File: config.mk
export PLATFORM = sky130hd
export DESIGN_NAME = pwm_fault_filter
export DESIGN_NICKNAME = d
export VERILOG_FILES = /design/src/rtl/pwm_fault_pkg.sv /design/src/rtl/fault_sync.sv /design/src/rtl/pwm_fault_filter.sv
export SDC_FILE = /design/constraint.sdc
export NUM_CORES = 1
export LEC_CHECK = 0
export CAP_MARGIN = 10
export CORE_AREA = 2 2 74 76
export DETAILED_ROUTE_END_ITERATION = 6
export DIE_AREA = 0 0 76 78
export GPL_ROUTABILITY_DRIVEN = 0
export PLACE_DENSITY = 0.71
export SETUP_SLACK_MARGIN = 0.2
export SYNTH_ARGS = -nofsm -noshare
export SYNTH_HDL_FRONTEND = slang
export SYNTH_SLANG_ARGS = --single-unit
File: constraint.sdc
create_clock -name wb_clk_i -period 5.2 [get_ports wb_clk_i]
set_input_delay 1.3 -clock wb_clk_i [delete_from_list [all_inputs] [get_ports wb_clk_i]]
set_output_delay 1.3 -clock wb_clk_i [all_outputs]
set_load 0.05 [all_outputs]
File: src/rtl/pwm_fault_pkg.sv
// pwm_fault_pkg: shared state encoding and constants for the PWM fault filter.
package pwm_fault_pkg;
  typedef enum logic [2:0] {
    ST_IDLE    = 3'd0,
    ST_QUAL    = 3'd1,
    ST_ACTIVE  = 3'd2,
    ST_RELEASE = 3'd3,
    ST_LATCHED = 3'd4
  } fault_state_e;
  localparam int unsigned MIN_FILT_LEN = 1;
endpackage

File: src/rtl/fault_sync.sv
// fault_sync: multi-stage synchronizer for an asynchronous pad with a configurable reset level.
module fault_sync #(
  parameter int STAGES = 2,
  parameter logic RST_VAL = 1'b0
) (
  input  logic clk,
  input  logic rst,
  input  logic d,
  output logic q
);
  logic [STAGES-1:0] chain;
  always_ff @(posedge clk) chain <= rst ? {STAGES{RST_VAL}} : {chain[STAGES-2:0], d};
  assign q = chain[STAGES-1];
endmodule

File: src/rtl/pwm_fault_filter.sv
// pwm_fault_filter: synchronizes, deglitches and optionally latches a PWM fault pad,
// with saturating counters for qualified faults and rejected glitches.
module pwm_fault_filter
  import pwm_fault_pkg::*;
#(
  parameter int SYNC_STAGES = 2,
  parameter bit POLARITY = 1'b1,
  parameter int FILT_W = 8,
  parameter int CNT_W = 8
) (
  input  logic              wb_clk_i,
  input  logic              wb_rst_i,
  input  logic              fault_raw_i,
  input  logic [FILT_W-1:0] filt_len_i,
  input  logic              latch_en_i,
  input  logic              clear_i,
  input  logic              cnt_clr_i,
  output logic              fault_o,
  output logic              fault_evt_o,
  output logic [2:0]        state_o,
  output logic [CNT_W-1:0]  fault_cnt_o,
  output logic [CNT_W-1:0]  glitch_cnt_o
);
  localparam logic [FILT_W-1:0] MIN_LEN = FILT_W'(MIN_FILT_LEN);
  fault_state_e state;
  logic [FILT_W-1:0] cnt, len;
  logic [FILT_W:0] cnt_nxt;
  logic sync_q, a, len_one, reached, new_fault, glitch;
  fault_sync #(.STAGES(SYNC_STAGES), .RST_VAL(~POLARITY)) u_sync (
    .clk(wb_clk_i),
    .rst(wb_rst_i),
    .d(fault_raw_i),
    .q(sync_q)
  );
  assign a = sync_q ^ ~POLARITY;
  assign len = (filt_len_i < MIN_LEN) ? MIN_LEN : filt_len_i;
  assign len_one = len == MIN_LEN;
  // one bit wider so the +1 compare cannot wrap at the top of the range
  assign cnt_nxt = {1'b0, cnt} + {{FILT_W{1'b0}}, 1'b1};
  assign reached = cnt_nxt >= {1'b0, len};
  assign new_fault = a && ((state == ST_IDLE && len_one) || (state == ST_QUAL && reached));
  assign glitch = state == ST_QUAL && !a;
  assign state_o = state;
  function automatic logic [CNT_W-1:0] bump(input logic [CNT_W-1:0] v, input logic inc, input logic clr);
    logic [CNT_W-1:0] base;
    base = clr ? '0 : v;
    return (inc && ~&base) ? base + CNT_W'(1) : base;
  endfunction
  always_ff @(posedge wb_clk_i) begin
    if (wb_rst_i) begin
      state       <= ST_IDLE;
      cnt         <= '0;
      fault_o     <= 1'b0;
      fault_evt_o <= 1'b0;
    end else begin
      fault_evt_o <= new_fault;
      case (state)
        ST_IDLE: if (a) begin
          cnt <= FILT_W'(1);
          state <= len_one ? ST_ACTIVE : ST_QUAL;
          fault_o <= len_one;
        end
        ST_QUAL:
          if (!a) state <= ST_IDLE;
          else if (reached) begin
            state <= ST_ACTIVE;
            fault_o <= 1'b1;
          end else cnt <= cnt_nxt[FILT_W-1:0];
        ST_ACTIVE: if (!a) begin
          cnt <= FILT_W'(1);
          if (latch_en_i) state <= ST_LATCHED;
          else if (len_one) begin
            state <= ST_IDLE;
            fault_o <= 1'b0;
          end else state <= ST_RELEASE;
        end
        ST_RELEASE:
          if (a) begin
            state <= ST_ACTIVE;
            cnt <= '0;
          end else if (reached) begin
            state <= ST_IDLE;
            fault_o <= 1'b0;
          end else cnt <= cnt_nxt[FILT_W-1:0];
        ST_LATCHED: if (clear_i && !a) begin
          state <= ST_IDLE;
          fault_o <= 1'b0;
        end
        default: begin
          state <= ST_IDLE;
          fault_o <= 1'b0;
        end
      endcase
    end
  end
  always_ff @(posedge wb_clk_i) begin
    fault_cnt_o  <= wb_rst_i ? '0 : bump(fault_cnt_o, new_fault, cnt_clr_i);
    glitch_cnt_o <= wb_rst_i ? '0 : bump(glitch_cnt_o, glitch, cnt_clr_i);
  end
endmodule

==> results.tsv, run 1 <==
metric	value	unit
worstMarginPinSlew	0.8154	ns
postCtsResizedCells	0	
die_h	78	um
endpoint_kind	register	
timing.fmax	271.7	MHz
synth_top_area_share	30.49	%
crit_slowest_cell	clkdlybuf4s50_1	
seq_area	620.6	sq um
p_per_area	209.9	mW/mm^2
cts-buffers-inserted	5	
synthTopCellsByArea	dfxtp_1 30%, ha_1 6.8%, nor2b_1 4.3%, xnor2_1 3.9%, xor2_1 3.4%	
cp.required	5.41	ns
core-area	0.005042	sq mm
synthXorXnorAreaFrac	7.314	%
multiInputGateArea	0.001314	sq mm
grt_pass1_wl	7.638	mm
drv_slew	0	
min_period	3.680	ns
synth-adder-area-share	6.761	%
holdWs	0.4391	ns
synth-edff-count	0	
rsz0062_at_grt	no	
skew	0.006967	ns
crit_chain	clkdlybuf4s50_1, nor3_1, a21o_1, ha_1, nor2b_1, o21ai_0, nand4_1, nand3_1, or3_1, a21oi_1	
yosysWarnings	0	
start_util	40.37	%
relSlewSlack	45.47	%
area_delta_synth_final	24.09	%
dp.cells	336	
leakage	1.012	nW
critical_path_class	in -> reg	
dr.pass1.iters	4	
row_count	26	
fin_nets	298	
vias_per_cell	5.294	
syn-num-nets	265	
synth_compound_area_share	16.84	%
grt_max_degree	23	
drive_gt1_share	9.489	%
outcome	complete, no violations	
arrival	3.89	ns
ir_worst_vdd	171.5	uV
dp_hpwl	3.339	mm
antenna_found_initial	0	
grt_pass1_vias	1664	
grt_use_total	15.57	%
cts-root-buf	clkbuf_8	
die_area	0.005928	sq mm
cts.htree.levels	2	
setup_violations	0	
io-pin-count	35	
hold_viol_final	0	
synthCells	240	
path_max_fanout	7	
drc_errors	0	
synth-seq-cells	31	
grt_overflow	0	
drv_cap	0	
syn_avg_cell_area	8.482	sq um
synth_ff_type	dfxtp_1	
postCtsSetupBuffers	0	
die_w	76	um
fin_cells	344	
ys_seq_area_share	30.49	%
drt_iter0_drc	79	
routedWlPerCell	13.07	um
synth_top_family_by_area	simple AND/OR/NAND/NOR gates	
synthArstFlopShare	0	%
period_share	70.77	%
clock_latency	0.29	ns
antenna_left	0	
hold_path_class	reg -> reg	
tritoncts	done	
muxShareOfSynthArea	2.459	%
hold_buffers	0	
slowest_delay	0.43	ns
yosys.area_share.simple	31.16	%
finalWirelength	4.496	mm
synth.distinct_cells	50	
diodes	0	
vias	1821	
cts.sinks	31	
cts_buffer_depth	2	
syn_area	0.002036	sq mm
synth_top_cell_by_area	dfxtp_1	
fill_cells	483	
fin_tns_setup	0	ns
clk_pin_slew	0.06	ns
critPathLaunchType	input pin	
portBuffers	34	
-- critical path: cells and delay by family --
family / cells / cell delay, ns
simple gates: 5 / 1.47
compound gates: 3 / 0.46
buf+inv: 1 / 0.43
fa+ha+maj: 1 / 0.22
-- cells in the mapped netlist, drive strengths merged (5+ instances only) --
cell type	count
a21oi	13
xnor2	9
nand2b	5
xor2	8
clkbuf	5
nor3	6
nor2	15
nand2	15
ha	11
dfxtp	31
nand3	7
o21ai	9
nand4	9
mux2i	5
and3	12
nor2b	14
inv	15
-- per-stage QoR --
| stage | worst slack [ns] | utilization (%) | total power [W] | cell area [sq um] |
|---|---|---|---|---|
| after floorplan | 1.979 | - | 0.0002969 | 2036 |
| after global placement | 1.273 | 48.11 | 0.0003217 | 2426 |
| after detailed placement | 1.228 | 48.11 | 0.0003222 | 2426 |
| after CTS | 1.540 | 50.10 | 0.0005348 | 2526 |
| after global routing | 1.224 | 50.10 | 0.0005534 | 2526 |
| final | 1.520 | 50.10 | 0.0005302 | 2526 |
-- layout by cell type (no fill, tap or decap), drive strengths merged, types with 5 or more instances in the layout --
cell type,Yosys,routed
nor3,6,6
clkbuf,5,8
a21oi,13,13
o21ai,9,9
ha,11,11
nor2b,14,14
nor2,15,15
nand3,7,7
nand2,15,15
inv,15,15
xor2,8,8
and3,12,12
dfxtp,31,31
xnor2,9,9
clkdlybuf4s50,0,34
nand4,9,9
nand2b,5,5
mux2i,5,5
-- registers in the layout, summed over array words and instances, names as in the netlist --
name / count
cnt: 8
fault_cnt_o: 8
glitch_cnt_o: 8
state_o: 3
u_sync.chain: 2
fault_evt_o: 1
fault_o: 1
-- cell families after synthesis --
family | count (synthesis)
and+or+nand+nor | 104
AOI/OAI and AO/OA | 48
muxes | 5
DFF | 31
buffers and inverters | 24
xor gates and xnor gates | 17
adders and majority gates | 11
-- layer usage --
layer / track usage [%] / vias up / share of wire, %
met5: 0 / - / 0
met4: 5.455 / 0 / 1.2
met3: 3.953 / 7 / 5.2
met2: 24.64 / 45 / 44
met1: 20.63 / 839 / 49
li1: - / 930 / -
-- report_power, final --
part | internal, W | switching, W
Combinational | 0.0000305 | 0.0000403
Sequential | 0.000241 | 0.00000592
Clock | 0.000121 | 0.0000920
-- path summary, 6_finish.rpt --
kind	startpoint	end	slack, ns	cells past startpoint
hold / removal	u_sync.chain[0]$_SDFF_PP0_	u_sync.chain[1]$_SDFF_PP0_	0.44	1
setup / recovery	filt_len_i[7]	cnt[5]$_SDFFE_PP0P_	1.52	10
hold reg to reg	u_sync.chain[0]$_SDFF_PP0_	u_sync.chain[1]$_SDFF_PP0_	0.44	1
setup reg to reg	cnt[0]$_SDFFE_PP0P_	cnt[5]$_SDFFE_PP0P_	1.72	11
-- final cells by class --
class / count / area share [%]
Multi-Input combinational cell: 185 / 52.01
Tap cell: 70 / 3.467
Sequential cell: 31 / 24.57
Inverter: 15 / 2.229
Timing Repair Buffer: 35 / 13.77
Clock buffer: 8 / 3.962
Note: power is estimated with default switching activity, not from simulation.
==> run 2, diff against run 1 <==
==> constraint.sdc (replaced) <==
create_clock -name wb_clk_i -period 3.8 [get_ports wb_clk_i]
set_input_delay 0.95 -clock wb_clk_i [delete_from_list [all_inputs] [get_ports wb_clk_i]]
set_output_delay 0.95 -clock wb_clk_i [all_outputs]
set_load 0.05 [all_outputs]
==> run 2 against run 1 <==
Against the previous run: via count is 1.3% higher; sequential cell count stayed put; non-clock buffer count is 7 higher; hold slack worse by 0.0037 ns; clock-buffer cell count is 1 lower; clock power is 17% higher; worst setup slack worse by 1.1 ns; core utilization is 0.69 points higher; die area stayed put; highest routed layer unchanged.
==> results.tsv, run 2 (synthesized netlist as in run 1, its figures left out) <==
metric	value	unit	change
crit_chain	and3_1, nand3_1, or2_2, xnor2_1, ha_1, and3_1, and2b_4, or4_4, o21a_2, and3_2, o21a_1		
row_count	26		unchanged
cp_common_cell	and3_1		
postCtsSetupBuffers	0		unchanged
grtUsageMet1	20.67	%	+0.044 points
use_met2	26.16	%	+1.5 points
seq_area	620.6	sq um	unchanged
grt_pass1_wl	7.838	mm	+2.6%
final_core_util	50.79	%	+0.69 points
hold_viol_final	0		unchanged
die_h	78	um	unchanged
endpoint_kind	register		
outcome	complete, no violations		
clock_latency	0.29	ns	about the same
area_delta_synth_final	25.81	%	
crit_slowest_cell	or4_4		
p_per_area	268.4	mW/mm^2	+28%
drt_iter0_drc	72		-8.9%
ir_worst_vdd	189.5	uV	+11%
cts-root-buf	clkbuf_8		
critPathLaunchType	register		
slowest_delay	0.51	ns	+0.08 ns
min_period	3.364	ns	
relSlewSlack	65.66	%	+20 points
dr.pass1.iters	4		unchanged
fill_cells	492		+1.9%
drive_gt1_share	11.74	%	+2.3 points
io-pin-count	35		unchanged
grt_use_met3	4.186	%	+0.23 points
setup_violations	0		unchanged
diodes	0		unchanged
cts_buffer_depth	2		unchanged
multiInputGateArea	0.001315	sq mm	about the same
grt_pass1_vias	1757		+5.6%
largestRegisters	cnt x8, fault_cnt_o x8, glitch_cnt_o x8		
antenna_found_initial	0		unchanged
fin_nets	305		+2.3%
grt_use_total	16.20	%	+0.63 points
cts.sinks	31		unchanged
final_cell_mix	34 x clkdlybuf4s50_1, 31 x dfxtp_1, 15 x inv_1, 15 x nand2_1, 15 x nor2_1		
cts-buffers-inserted	5		unchanged
top_usage_layer	met2		
vias_per_cell	5.254		-0.76%
antenna_left	0		unchanged
finalWirelength	4.436	mm	-1.3%
drv_slew	0		unchanged
cts.htree.levels	2		unchanged
hold_path_class	reg -> reg		
grt_max_degree	23		unchanged
start_util	40.37	%	unchanged
routedWlPerCell	12.64	um	-3.3%
die_w	76	um	unchanged
fin_tns_setup	0	ns	unchanged
period_share	88.51	%	
postCtsResizedCells	0		unchanged
cp.required	3.98	ns	-1.43 ns
hold_buffers	0		unchanged
vias	1844		+1.3%
core-area	0.005042	sq mm	unchanged
rsz0062_at_grt	no		
path_max_fanout	12		+5
grt_overflow	0		unchanged
finalPower	0.0006875	W	+30%
skew	0.004475	ns	-0.002492 ns
critical_path_class	reg -> reg		
arrival	3.54	ns	-0.35 ns
clk_pin_slew	0.06	ns	about the same
leakage	1.036	nW	+2.4%
portBuffers	34		unchanged
die_area	0.005928	sq mm	unchanged
drc_errors	0		unchanged
worstMarginPinSlew	0.5116	ns	-0.3038 ns
drv_cap	0		unchanged
timing.fmax	297.3	MHz	
tritoncts	done		
layout_commonest_cell	clkdlybuf4s50_1		
dp_hpwl	3.328	mm	-0.33%
[run 2: changes by cell type in the layout (fill, tap and decap cells not counted)]
cell	delta
clkinv_2	+1
clkbuf_1	+1
buf_4	+7
o21a_2	+1
o21a_1	-1
clkbuf_8	-2
[run 2: final timing paths]
path / to / from / cells after the start / slack (ns)
max: fault_cnt_o[6]$_SDFF_PP0_ / cnt[0]$_SDFFE_PP0P_ / 11 / 0.44
min: u_sync.chain[1]$_SDFF_PP0_ / u_sync.chain[0]$_SDFF_PP0_ / 1 / 0.44
max reg2reg: fault_cnt_o[6]$_SDFF_PP0_ / cnt[0]$_SDFFE_PP0P_ / 11 / 0.44
min reg2reg: u_sync.chain[1]$_SDFF_PP0_ / u_sync.chain[0]$_SDFF_PP0_ / 1 / 0.44
[run 2: per-layer routing]
layer / vias up / routed length (um) / part of all wire (%)
li1: 949 / - / -
met1: 851 / 2178 / 49
met2: 38 / 1970 / 44
met3: 6 / 215 / 4.8
met4: 0 / 72 / 1.6
met5: - / 0 / 0
[run 2: through the flow]
stage | area [sq um] | std cells | setup WS, ns | hold slack (ns)
after detailed placement | 2479 | 343 | 0.2000 | 0.4248
final | 2561 | 351 | 0.4365 | 0.4354
after floorplan | 2036 | 240 | 0.6832 | 0.4138
after global routing | 2561 | 351 | 0.2687 | 0.4662
after global placement | 2479 | 343 | 0.2673 | 0.4202
after CTS | 2560 | 351 | 0.3550 | 0.4398
[run 2: area by class of cell]
class | count | share of cell area [%]
inverters | 15 | 2.198
repair buffers | 42 | 15.63
flip-flops and latches | 31 | 24.23
clock buffers | 7 | 2.980
multi-input cells | 185 | 51.34
clock inverters | 1 | 0.1954
well taps | 70 | 3.420
[run 2: worst max-delay path: cells and delay by family (launching register included)]
family / cells / cell delay, ns
AOI/OAI and AO/OA: 2 / 0.48
xor gates and xnor gates: 1 / 0.14
adders and majority gates: 1 / 0.30
DFF: 1 / 0.43
and+or+nand+nor: 7 / 1.90
[run 2: report_power, final]
group / internal [W] / total, W / switching [W] / leakage (nW)
Clock: 0.000128 / 0.000250 / 0.000121 / 0.0422
Combinational: 0.0000455 / 0.000101 / 0.0000552 / 0.744
Sequential: 0.000329 / 0.000337 / 0.00000790 / 0.250
==> patch, RTL diff (flow settings as in run 2) <==
The parameter `CNT_W` goes from 8 to 9.
--- a/src/rtl/pwm_fault_filter.sv
+++ b/src/rtl/pwm_fault_filter.sv
@@ -7,5 +7,5 @@
   parameter bit POLARITY = 1'b1,
   parameter int FILT_W = 8,
-  parameter int CNT_W = 8
+  parameter int CNT_W = 9
 ) (
   input  logic              wb_clk_i,
Interface: changed (resized fault_cnt_o and glitch_cnt_o); port bits go from 35 to 37. No check against the original RTL was run, so the function may have changed too.
==> patch against run 2 <==
  * Area after synthesis increased by 2.5%
  * Power increased by 7.6%
  * Core utilization increased by 2.5 points
  * Sequential cell count increased by 2
  * Setup slack got worse by 0.12 ns
  * Wire length increased by 4.8%
  * Design area increased by 4.9%
  * First-iteration DRC count increased by 120%
  * Combinational power decreased by 15%
  * Critical path type is now in2reg
  * Critical endpoint unchanged
==> patch: results (changes against run 2) <==
synth:
  muxShareOfSynthArea_pct: 3.479  # +1.0 points
  synthTopCellsByArea: "dfxtp_1, ha_1, xor2_1"
  ys_seq_area_share_pct: 31.67  # +1.2 points
  synth_fa_ha_area_share_pct: 7.798  # +1.0 points
  syn_nets: 276  # +4.2%
  synth_flop_cell: "dfxtp_1"
  synth_compound_area_share_pct: 13.56  # -3.3 points
  syn_avg_cell_area_um2: 8.377  # -1.2%
power:
  ir_worst_vdd_v: 0.0001785  # -5.8%
  powerDensity_mw_per_mm2: 275.3  # +2.6%
  p_leak_nw: 1.171  # +13%
  p_seq_w: 0.000358  # +6.2%
  sw_frac_of_total_pct: 25.23  # -1.6 points
final_layout:
  multi_input_area_mm2: 0.001339  # +1.8%
  nonClkBufAreaFrac_pct: 16.76  # +1.1 points
  finalNetCount: 319  # +4.6%
  multi_input_cells: 191  # +3.2%
  register_area_um2: 660.6  # +6.5%
  final_util_pct: 53.30  # +2.5 points
  nNonClkBuffers: 48  # +14%
  fillCellCount: 508  # +3.3%
  num-nonclk-inverters: 13  # -2
  drive_gt1_share_pct: 10.92  # -0.82 points
  clock_area_share_pct: 3.771  # +0.60 points
  nFlopsAndLatches: 33  # +6.5%
placement:
  dp_hpwl_um: 3349  # +0.62%
  place_area_mm2: 0.002577  # +4.0%
  placement.io_buffers: 36  # +5.9%
  dpl_worst_slack_ns: 0.01409  # -0.1859 ns
timing:
  worst_pin_slew_ns: 0.7134  # +0.2018 ns
  fin_crit_ns: 3.482  # +0.1181 ns
  timing.hold.ws_ns: 0.4389  # +0.003523 ns
  skew_ns: 0.008981  # +0.004506 ns
  fin_crit_sh_pct: 91.62  # +3.1 points
detailed_routing:
  drt_iter0_drc: 159  # +120%
  routedWlPerCell_um: 12.81  # +1.3%
  vias: 1878  # +1.8%
  viasPerCell: 5.174  # -1.5%
setup_path:
  timing.critical_path.from: "filt_len_i[4]"
  critPathMaxFanout: 4  # -8
  regToRegSetupSlack_ns: 0.63  # +0.19 ns
  rr_endpoint: "state_o[0]$_SDFFE_PP0P_"
  crit_arrival_ns: 3.70  # +0.16 ns
global_routing:
  grt_first_pass_wirelength_um: 8024  # +2.4%
  grt.total_usage_pct: 16.30  # +0.10 points
  grt_max_degree: 21  # -8.7%
status:
  status: "complete, no violations"
## patch: cell count changes after synthesis, sizes merged, moves of 4 or more
cell,run 2,this run
clkbuf,5,10
nor2,15,31
a21oi,13,9
o21ai,9,5
nand2,15,9
o21a,4,0
xor2,8,15
## patch: cell families (layout without fill, tap and decap cells)
kind of cell | Yosys count | after routing
xor+xnor | 24 | 24
mux | 7 | 7
flops | 33 | 33
simple gates | 109 | 109
buf+inv | 25 | 69
fa+ha+maj | 13 | 13
compound gates | 38 | 38
## patch: layer usage
metal | vias up | track usage, % | routed length (um)
li1 | 965 | - | -
met1 | 867 | 20.16 | 2272
met2 | 40 | 27.41 | 2089
met3 | 6 | 4.186 | 224
met4 | 0 | 6.000 | 62
met5 | - | 0 | 0
## patch: critical path: stages
cell and delay, ns:
clkdlybuf4s50_1 0.43, or4_4 0.54, or2_2 0.32, nand2b_1 0.08, ha_1 0.12, nor2b_1 0.04
o21ai_0 0.20, nand4_2 0.22, a31o_1 0.28, or4_1 0.39, a21oi_1 0.14
